<file path="config.mk">
export PLATFORM = sky130hd
export DESIGN_NAME = rst_seq_ctrl
export DESIGN_NICKNAME = d
export VERILOG_FILES = /design/src/rtl/rst_seq_pkg.sv /design/src/rtl/rst_seq_arb.sv /design/src/rtl/rst_seq_ctrl.sv
export SDC_FILE = /design/constraint.sdc
export NUM_CORES = 1
export LEC_CHECK = 0
export ABC_CLOCK_PERIOD_IN_PS = 2500
export BUFFER_PORTS_ARGS = -buffer_cell sky130_fd_sc_hd__buf_2
export CORE_ASPECT_RATIO = 1.4
export CORE_UTILIZATION = 55
export CTS_CLUSTER_DIAMETER = 80
export DETAILED_ROUTE_END_ITERATION = 10
export HOLD_SLACK_MARGIN = 0.12
export PLACE_DENSITY = 0.75
export SETUP_SLACK_MARGIN = 0.02
export SLEW_MARGIN = 20
export SYNTH_ARGS = -nofsm -noshare
export SYNTH_HDL_FRONTEND = slang
export SYNTH_SLANG_ARGS = --single-unit
</file>
<file path="constraint.sdc">
create_clock -name clk -period 2.5 [get_ports clk]
set_clock_uncertainty 0.05 [all_clocks]
set_input_delay 0.125 -clock clk [delete_from_list [all_inputs] [get_ports clk]]
set_output_delay 0.125 -clock clk [all_outputs]
set_load 0.03 [all_outputs]
</file>
<file path="src/rtl/rst_seq_pkg.sv">
// rtl/rst_seq_pkg.sv - shared state type, counter width and helpers for the reset sequencer
package rst_seq_pkg;

    localparam int CNT_W = 32;

    typedef enum logic [2:0] {
        IDLE   = 3'd0,
        PRE    = 3'd1,
        ASSERT = 3'd2,
        POST   = 3'd3,
        HOLD   = 3'd4
    } state_t;

    // Counter that sticks at all-ones instead of wrapping.
    function automatic logic [15:0] sat_inc16(input logic [15:0] v);
        return (v == 16'hFFFF) ? v : v + 16'd1;
    endfunction

endpackage

</file>
<file path="src/rtl/rst_seq_arb.sv">
// rtl/rst_seq_arb.sv - pending request latch with fixed-priority lowest-index select (RST_SEQ_STATS_EN adds merge)
module rst_seq_arb
    import rst_seq_pkg::*;
#(
    parameter int NUM_REQ = 3,
    parameter int ID_W    = 2
) (
    input  logic               clk,
    input  logic               rst,
    input  logic [NUM_REQ-1:0] req,
    input  logic               grant,
    output logic               any_pending,
    output logic [ID_W-1:0]    sel_id
`ifdef RST_SEQ_STATS_EN
    ,
    output logic               merge
`endif
);

    logic [NUM_REQ-1:0] pending_q;
    logic [NUM_REQ-1:0] pending_d;
    logic [NUM_REQ-1:0] sel_mask;
    logic [NUM_REQ-1:0] clr_mask;
    logic               found;

    // Lowest set index wins; sel_mask is the one-hot of that winner.
    always_comb begin
        sel_id   = '0;
        sel_mask = '0;
        found    = 1'b0;
        for (int i = 0; i < NUM_REQ; i++) begin
            if (pending_q[i] && !found) begin
                found       = 1'b1;
                sel_id      = ID_W'(i);
                sel_mask[i] = 1'b1;
            end
        end
    end

    // Granted bit clears on the grant edge; new pulses (even for that same id) are kept.
    always_comb begin
        clr_mask  = grant ? sel_mask : '0;
        pending_d = (pending_q & ~clr_mask) | req;
    end

    // Pending register; reset discards every outstanding request.
    always_ff @(posedge clk or posedge rst) begin
        if (rst) begin
            pending_q <= '0;
        end else begin
            pending_q <= pending_d;
        end
    end

    assign any_pending = |pending_q;

`ifdef RST_SEQ_STATS_EN
    // A pulse landing on a bit that is still waiting is folded into the earlier request.
    assign merge = |(req & pending_q & ~clr_mask);
`endif

endmodule

</file>
<file path="src/rtl/rst_seq_ctrl.sv">
// rtl/rst_seq_ctrl.sv - reset sequencer top: FSM, delay counter, registered outputs (RST_SEQ_STATS_EN adds seq_cnt/drop_flag)
module rst_seq_ctrl
    import rst_seq_pkg::*;
#(
    parameter int               NUM_REQ   = 3,
    parameter logic [CNT_W-1:0] PRE_DLY   = 32'd5000,
    parameter logic [CNT_W-1:0] PULSE_LEN = 32'd100,
    parameter logic [CNT_W-1:0] FIFO_DLY  = 32'd2900,
    parameter logic [CNT_W-1:0] HOLDOFF   = 32'd2000,
    localparam int              ID_W      = (NUM_REQ > 1) ? $clog2(NUM_REQ) : 1
) (
    input  logic               clk,
    input  logic               rst,
    input  logic [NUM_REQ-1:0] req,
    input  logic               en,
    output logic               busy,
    output logic [ID_W-1:0]    grant_id,
    output logic               rst_n_out,
    output logic               fifo_rst_trig,
    output logic               done,
    output logic [ID_W-1:0]    done_id
`ifdef RST_SEQ_STATS_EN
    ,
    output logic [15:0]        seq_cnt,
    output logic               drop_flag
`endif
);

    state_t           state_q, state_d;
    logic [CNT_W-1:0] cnt_q, cnt_d;
    logic             busy_q, busy_d;
    logic [ID_W-1:0]  grant_id_q, grant_id_d;
    logic             rst_n_q, rst_n_d;
    logic             fifo_q, fifo_d;
    logic             done_q, done_d;
    logic [ID_W-1:0]  done_id_q, done_id_d;
    logic             grant;
    logic             any_pending;
    logic [ID_W-1:0]  sel_id;

`ifdef RST_SEQ_STATS_EN
    logic             merge;
    logic [15:0]      seq_cnt_q, seq_cnt_d;
    logic             drop_q, drop_d;
`endif

    rst_seq_arb #(
        .NUM_REQ (NUM_REQ),
        .ID_W    (ID_W)
    ) u_arb (
        .clk         (clk),
        .rst         (rst),
        .req         (req),
        .grant       (grant),
        .any_pending (any_pending),
        .sel_id      (sel_id)
`ifdef RST_SEQ_STATS_EN
        ,
        .merge       (merge)
`endif
    );

    // Next-state and output decode; each phase runs to its terminal count, nothing aborts it.
    always_comb begin
        state_d    = state_q;
        cnt_d      = cnt_q;
        busy_d     = busy_q;
        grant_id_d = grant_id_q;
        rst_n_d    = rst_n_q;
        fifo_d     = 1'b0;
        done_d     = 1'b0;
        done_id_d  = done_id_q;
        grant      = 1'b0;
        unique case (state_q)
            IDLE: begin
                if (en && any_pending) begin
                    grant      = 1'b1;
                    grant_id_d = sel_id;
                    busy_d     = 1'b1;
                    cnt_d      = '0;
                    state_d    = PRE;
                end
            end
            PRE: begin
                if (cnt_q == PRE_DLY - 1'b1) begin
                    cnt_d   = '0;
                    rst_n_d = 1'b0;
                    state_d = ASSERT;
                end else begin
                    cnt_d = cnt_q + 1'b1;
                end
            end
            ASSERT: begin
                if (cnt_q == PULSE_LEN - 1'b1) begin
                    cnt_d   = '0;
                    rst_n_d = 1'b1;
                    state_d = POST;
                end else begin
                    cnt_d = cnt_q + 1'b1;
                end
            end
            POST: begin
                if (cnt_q == FIFO_DLY - 1'b1) begin
                    cnt_d   = '0;
                    fifo_d  = 1'b1;
                    state_d = HOLD;
                end else begin
                    cnt_d = cnt_q + 1'b1;
                end
            end
            HOLD: begin
                // Hold-off starts counting in the strobe cycle itself, so done lands HOLDOFF+1 after it.
                if (cnt_q == HOLDOFF) begin
                    cnt_d     = '0;
                    done_d    = 1'b1;
                    done_id_d = grant_id_q;
                    busy_d    = 1'b0;
                    state_d   = IDLE;
                end else begin
                    cnt_d = cnt_q + 1'b1;
                end
            end
            default: begin
                state_d = IDLE;
                cnt_d   = '0;
                busy_d  = 1'b0;
                rst_n_d = 1'b1;
            end
        endcase
    end

    // State, counter and output registers; reset releases rst_n_out immediately.
    always_ff @(posedge clk or posedge rst) begin
        if (rst) begin
            state_q    <= IDLE;
            cnt_q      <= '0;
            busy_q     <= 1'b0;
            grant_id_q <= '0;
            rst_n_q    <= 1'b1;
            fifo_q     <= 1'b0;
            done_q     <= 1'b0;
            done_id_q  <= '0;
        end else begin
            state_q    <= state_d;
            cnt_q      <= cnt_d;
            busy_q     <= busy_d;
            grant_id_q <= grant_id_d;
            rst_n_q    <= rst_n_d;
            fifo_q     <= fifo_d;
            done_q     <= done_d;
            done_id_q  <= done_id_d;
        end
    end

    assign busy          = busy_q;
    assign grant_id      = grant_id_q;
    assign rst_n_out     = rst_n_q;
    assign fifo_rst_trig = fifo_q;
    assign done          = done_q;
    assign done_id       = done_id_q;

`ifdef RST_SEQ_STATS_EN
    // Completed-sequence count (saturating) and sticky merged-request flag.
    always_comb begin
        seq_cnt_d = done_d ? sat_inc16(seq_cnt_q) : seq_cnt_q;
        drop_d    = drop_q | merge;
    end

    // Statistics registers, cleared only by reset.
    always_ff @(posedge clk or posedge rst) begin
        if (rst) begin
            seq_cnt_q <= '0;
            drop_q    <= 1'b0;
        end else begin
            seq_cnt_q <= seq_cnt_d;
            drop_q    <= drop_d;
        end
    end

    assign seq_cnt   = seq_cnt_q;
    assign drop_flag = drop_q;
`endif

endmodule

</file>
==> results.sh <==
export IMPL_clock_sinks=46
export IMPL_max_cap_violations=0
export IMPL_cp_end_kind="flop"
export IMPL_cts_root_buffer="clkbuf_8"
export IMPL_combPwrFrac=0.558
export IMPL_first_global_vias=2594
export IMPL_routabilityCongestion=0.8997
export IMPL_startpoint_type="flop"
export IMPL_synth_nets=356
export IMPL_diodes=0
export IMPL_switching_share=0.4484
export IMPL_crit_family="simple AND/OR/NAND/NOR gates"
export IMPL_first_pass_iters=5
export IMPL_cp_slowest_cell="or4_4"
export IMPL_clk_pin_slew_ns=0.09
export IMPL_synth_edf_count=0
export IMPL_required_ns=2.63
export IMPL_antenna_found_initial=0
export IMPL_power_switching_mw=1.858
export IMPL_multiInputGateArea_um2=1615
export IMPL_pre_cts_slack_ns=0.04224
export IMPL_rsz0062_at_grt="yes"
export IMPL_rows=30
export IMPL_async_flop_share=1.000
export IMPL_grt_overflow_total=0
export IMPL_n_fill_cell=399
export IMPL_nets=382
export IMPL_ys_top_cells_by_count="72 x nand2_1, 45 x dfrtp_1, 26 x nor2_1"
export IMPL_grt_max_degree=47
export IMPL_max_slew_margin=0.3658
export IMPL_ys_types=51
export IMPL_die_area_um2=5570
export IMPL_track_usage=0.2728
export IMPL_cp_arrival_ns=2.57
export IMPL_p_seq_frac=0.331
export IMPL_yosys_area_top_type="dfrtp_1"
export IMPL_syn_avg_cell_area_um2=8.355
export IMPL_crit_type="reg -> reg"
export IMPL_synthTopCellsByArea="dfrtp_1 39%, nand2_1 9.3%, o211ai_1 3.6%"
export IMPL_min_period_ns=2.434
export IMPL_drt_iter0_drc=255
export IMPL_finalWirelength_um=6916
export IMPL_design_core_area_um2=4955
export IMPL_htree_levels=2
export IMPL_cellLeakagePower_nw=1.499
export IMPL_start_util=0.5851
export IMPL_status="finished clean"
export IMPL_path_cells="nor4_2 -> nand4_1 -> or4_4 -> a221o_4 -> buf_12 -> o21ai_0 -> o211ai_1"
export IMPL_fin_ws_ns=0.06572
export IMPL_clk_latency_ns=0.31
export IMPL_synth_cells=347
export IMPL_hp_class="in -> reg"
export IMPL_grt_pass1_wl_um=11870
export IMPL_drtAntennaViolNets=0
export IMPL_final_area_um2=3302
export IMPL_p_per_area_nw_per_um2=1255
export IMPL_seq_area_frac_synth=0.3975
export IMPL_worst_pin_slew_ns=0.9499
export IMPL_pwr_share_clk=0.111
export IMPL_routed_via_density=6.148
export IMPL_cts_tree="done"
export IMPL_synth_seq_cells=46
export IMPL_syn2layout_area_growth_pct=13.90
export IMPL_synthDominantCellAreaShare=0.3884
export IMPL_power_internal_mw=2.287
export IMPL_layout_drive_gt1_share=0.1979
export IMPL_ios=14
export IMPL_cts_made_buffers=5
export IMPL_hpwlAfterDp_um=4781
export IMPL_critPathMaxStageDelay_ns=0.46
export IMPL_drc=0
export IMPL_synth_warnings=0
export IMPL_ir_drop_mv=0.6234
export IMPL_synthMostInstantiatedCell="nand2_1"
export IMPL_fp_dieW_um=63.36
export IMPL_path_buf_inv=1
export IMPL_die_h_um=87.91
export IMPL_hold_viol=0
export IMPL_period_share=0.9737
export IMPL_cp_max_fo=17
export IMPL_wl_per_cell_um=15.79
export IMPL_cts_max_path_buffers=2
export IMPL_syn_cell_area_um2=2899
export IMPL_register_area_um2=1156
export IMPL_fmax_ghz=0.4108
export IMPL_finalMaxSlewViolations=0
export IMPL_synth_main_ff_cell="dfrtp_1"
export IMPL_portBuffers=13
export IMPL_vias=2693
export IMPL_setup_viol=0
export IMPL_fin_total_pwr_mw=4.145
export IMPL_fin_tns_setup_ns=0
export IMPL_dpl_cell_area_um2=3143
layout by cell type, fill, tap and decap left out, types with 2 or more instances in the layout:
cell type and n:
a21o_1 2, a21oi_1 6, dfrtp_2 3, nor3_1 16, buf_12 3, buf_4 24, and3_1 9, nand4_1 13
nor2_1 26, nor4_1 3, dlygate4sd3_1 4, dfrtp_1 42, clkbuf_8 5, nand3_1 15, nor3_2 2, and2_1 7
mux2_2 2, o21a_1 4, inv_1 5, nor4_2 4, o31a_1 2, and4_1 6, buf_2 13, ha_1 3
o22ai_2 6, o211ai_1 14, nand2b_1 2, clkinv_2 2, nor2b_1 7, nand2_1 72, o21ai_1 6, o21ai_0 14
o22ai_1 8
tightest hold or removal path, stage by stage:
cell and delay, ns:
buf_2 0.10, o31a_1 0.15, a21oi_1 0.16, o22ai_1 0.08
per-stage QoR:
step	hold slack, ns	cells	util
after floorplan	0.1673	347	-
after global placement	0.2575	426	0.6343
after detailed placement	0.2770	426	0.6343
after CTS	0.2985	438	0.6591
after global routing	0.3142	438	0.6664
final	0.2985	438	0.6664
cells by family after synthesis:
logic type,share of synthesized area
AND/OR/NAND/NOR,0.3474
multiplexers,0.01165
buffers and inverters,0.05955
XOR/XNOR,0.006043
adder cells (fa/ha/maj),0.01295
AO/OA/AOI/OAI,0.1649
flip-flops,0.3975
timing repair:
action,CTS,global route
endpoints found under the hold margin,48,0
resized for setup,0,12
setup endpoints to repair,0,34
setup buffers,0,0
hold buffers,4,0
worst paths after layout:
check                           cells past startpoint                  to  startpoint  slack [ns]
worst max-delay path                                7            cnt_q[8]   cnt_q[18]        0.07
worst min-delay path                                4                busy          en        0.30
worst max register to register                      7            cnt_q[8]   cnt_q[18]        0.07
worst min register to register                      1          done_id[0]  done_id[0]        0.46
max in group asynchronous                           3           cnt_q[18]         rst        1.20
min in group asynchronous                           3  u_arb.pending_q[0]         rst        0.53
registers in the layout, summed over array words and instances (netlist names), 2 cells and up:
name             cells
cnt_q               32
state_q              3
done_id              2
u_arb.pending_q      3
grant_id             2
per-layer routing:
metal / vias up / wire length [um] / global-route usage
met5: - / 0 / 0
met4: 0 / 235 / 0.1384
met3: 24 / 335 / 0.04036
met2: 112 / 3465 / 0.5010
met1: 1261 / 2880 / 0.3042
li1: 1296 / - / -
layout make-up:
cell class	instances	area share
Clock buffer	6	0.02198
Sequential cell	46	0.3501
Timing Repair Buffer	44	0.1046
Clock inverter	2	0.003031
Multi-Input combinational cell	270	0.4892
Tap cell	64	0.02425
Inverter	6	0.006821
power groups by stage:
stage	registers [mW]	clock network, mW	logic, mW
4_1_cts	1.35	0.465	2.20
3_3_place_gp	1.35	0	2.14
6_report	1.37	0.461	2.31
3_5_place_dp	1.36	0	2.19
2_1_floorplan	1.28	0	1.52
5_1_grt	1.42	0.488	2.52
Note: power is estimated with default switching activity, not from simulation.
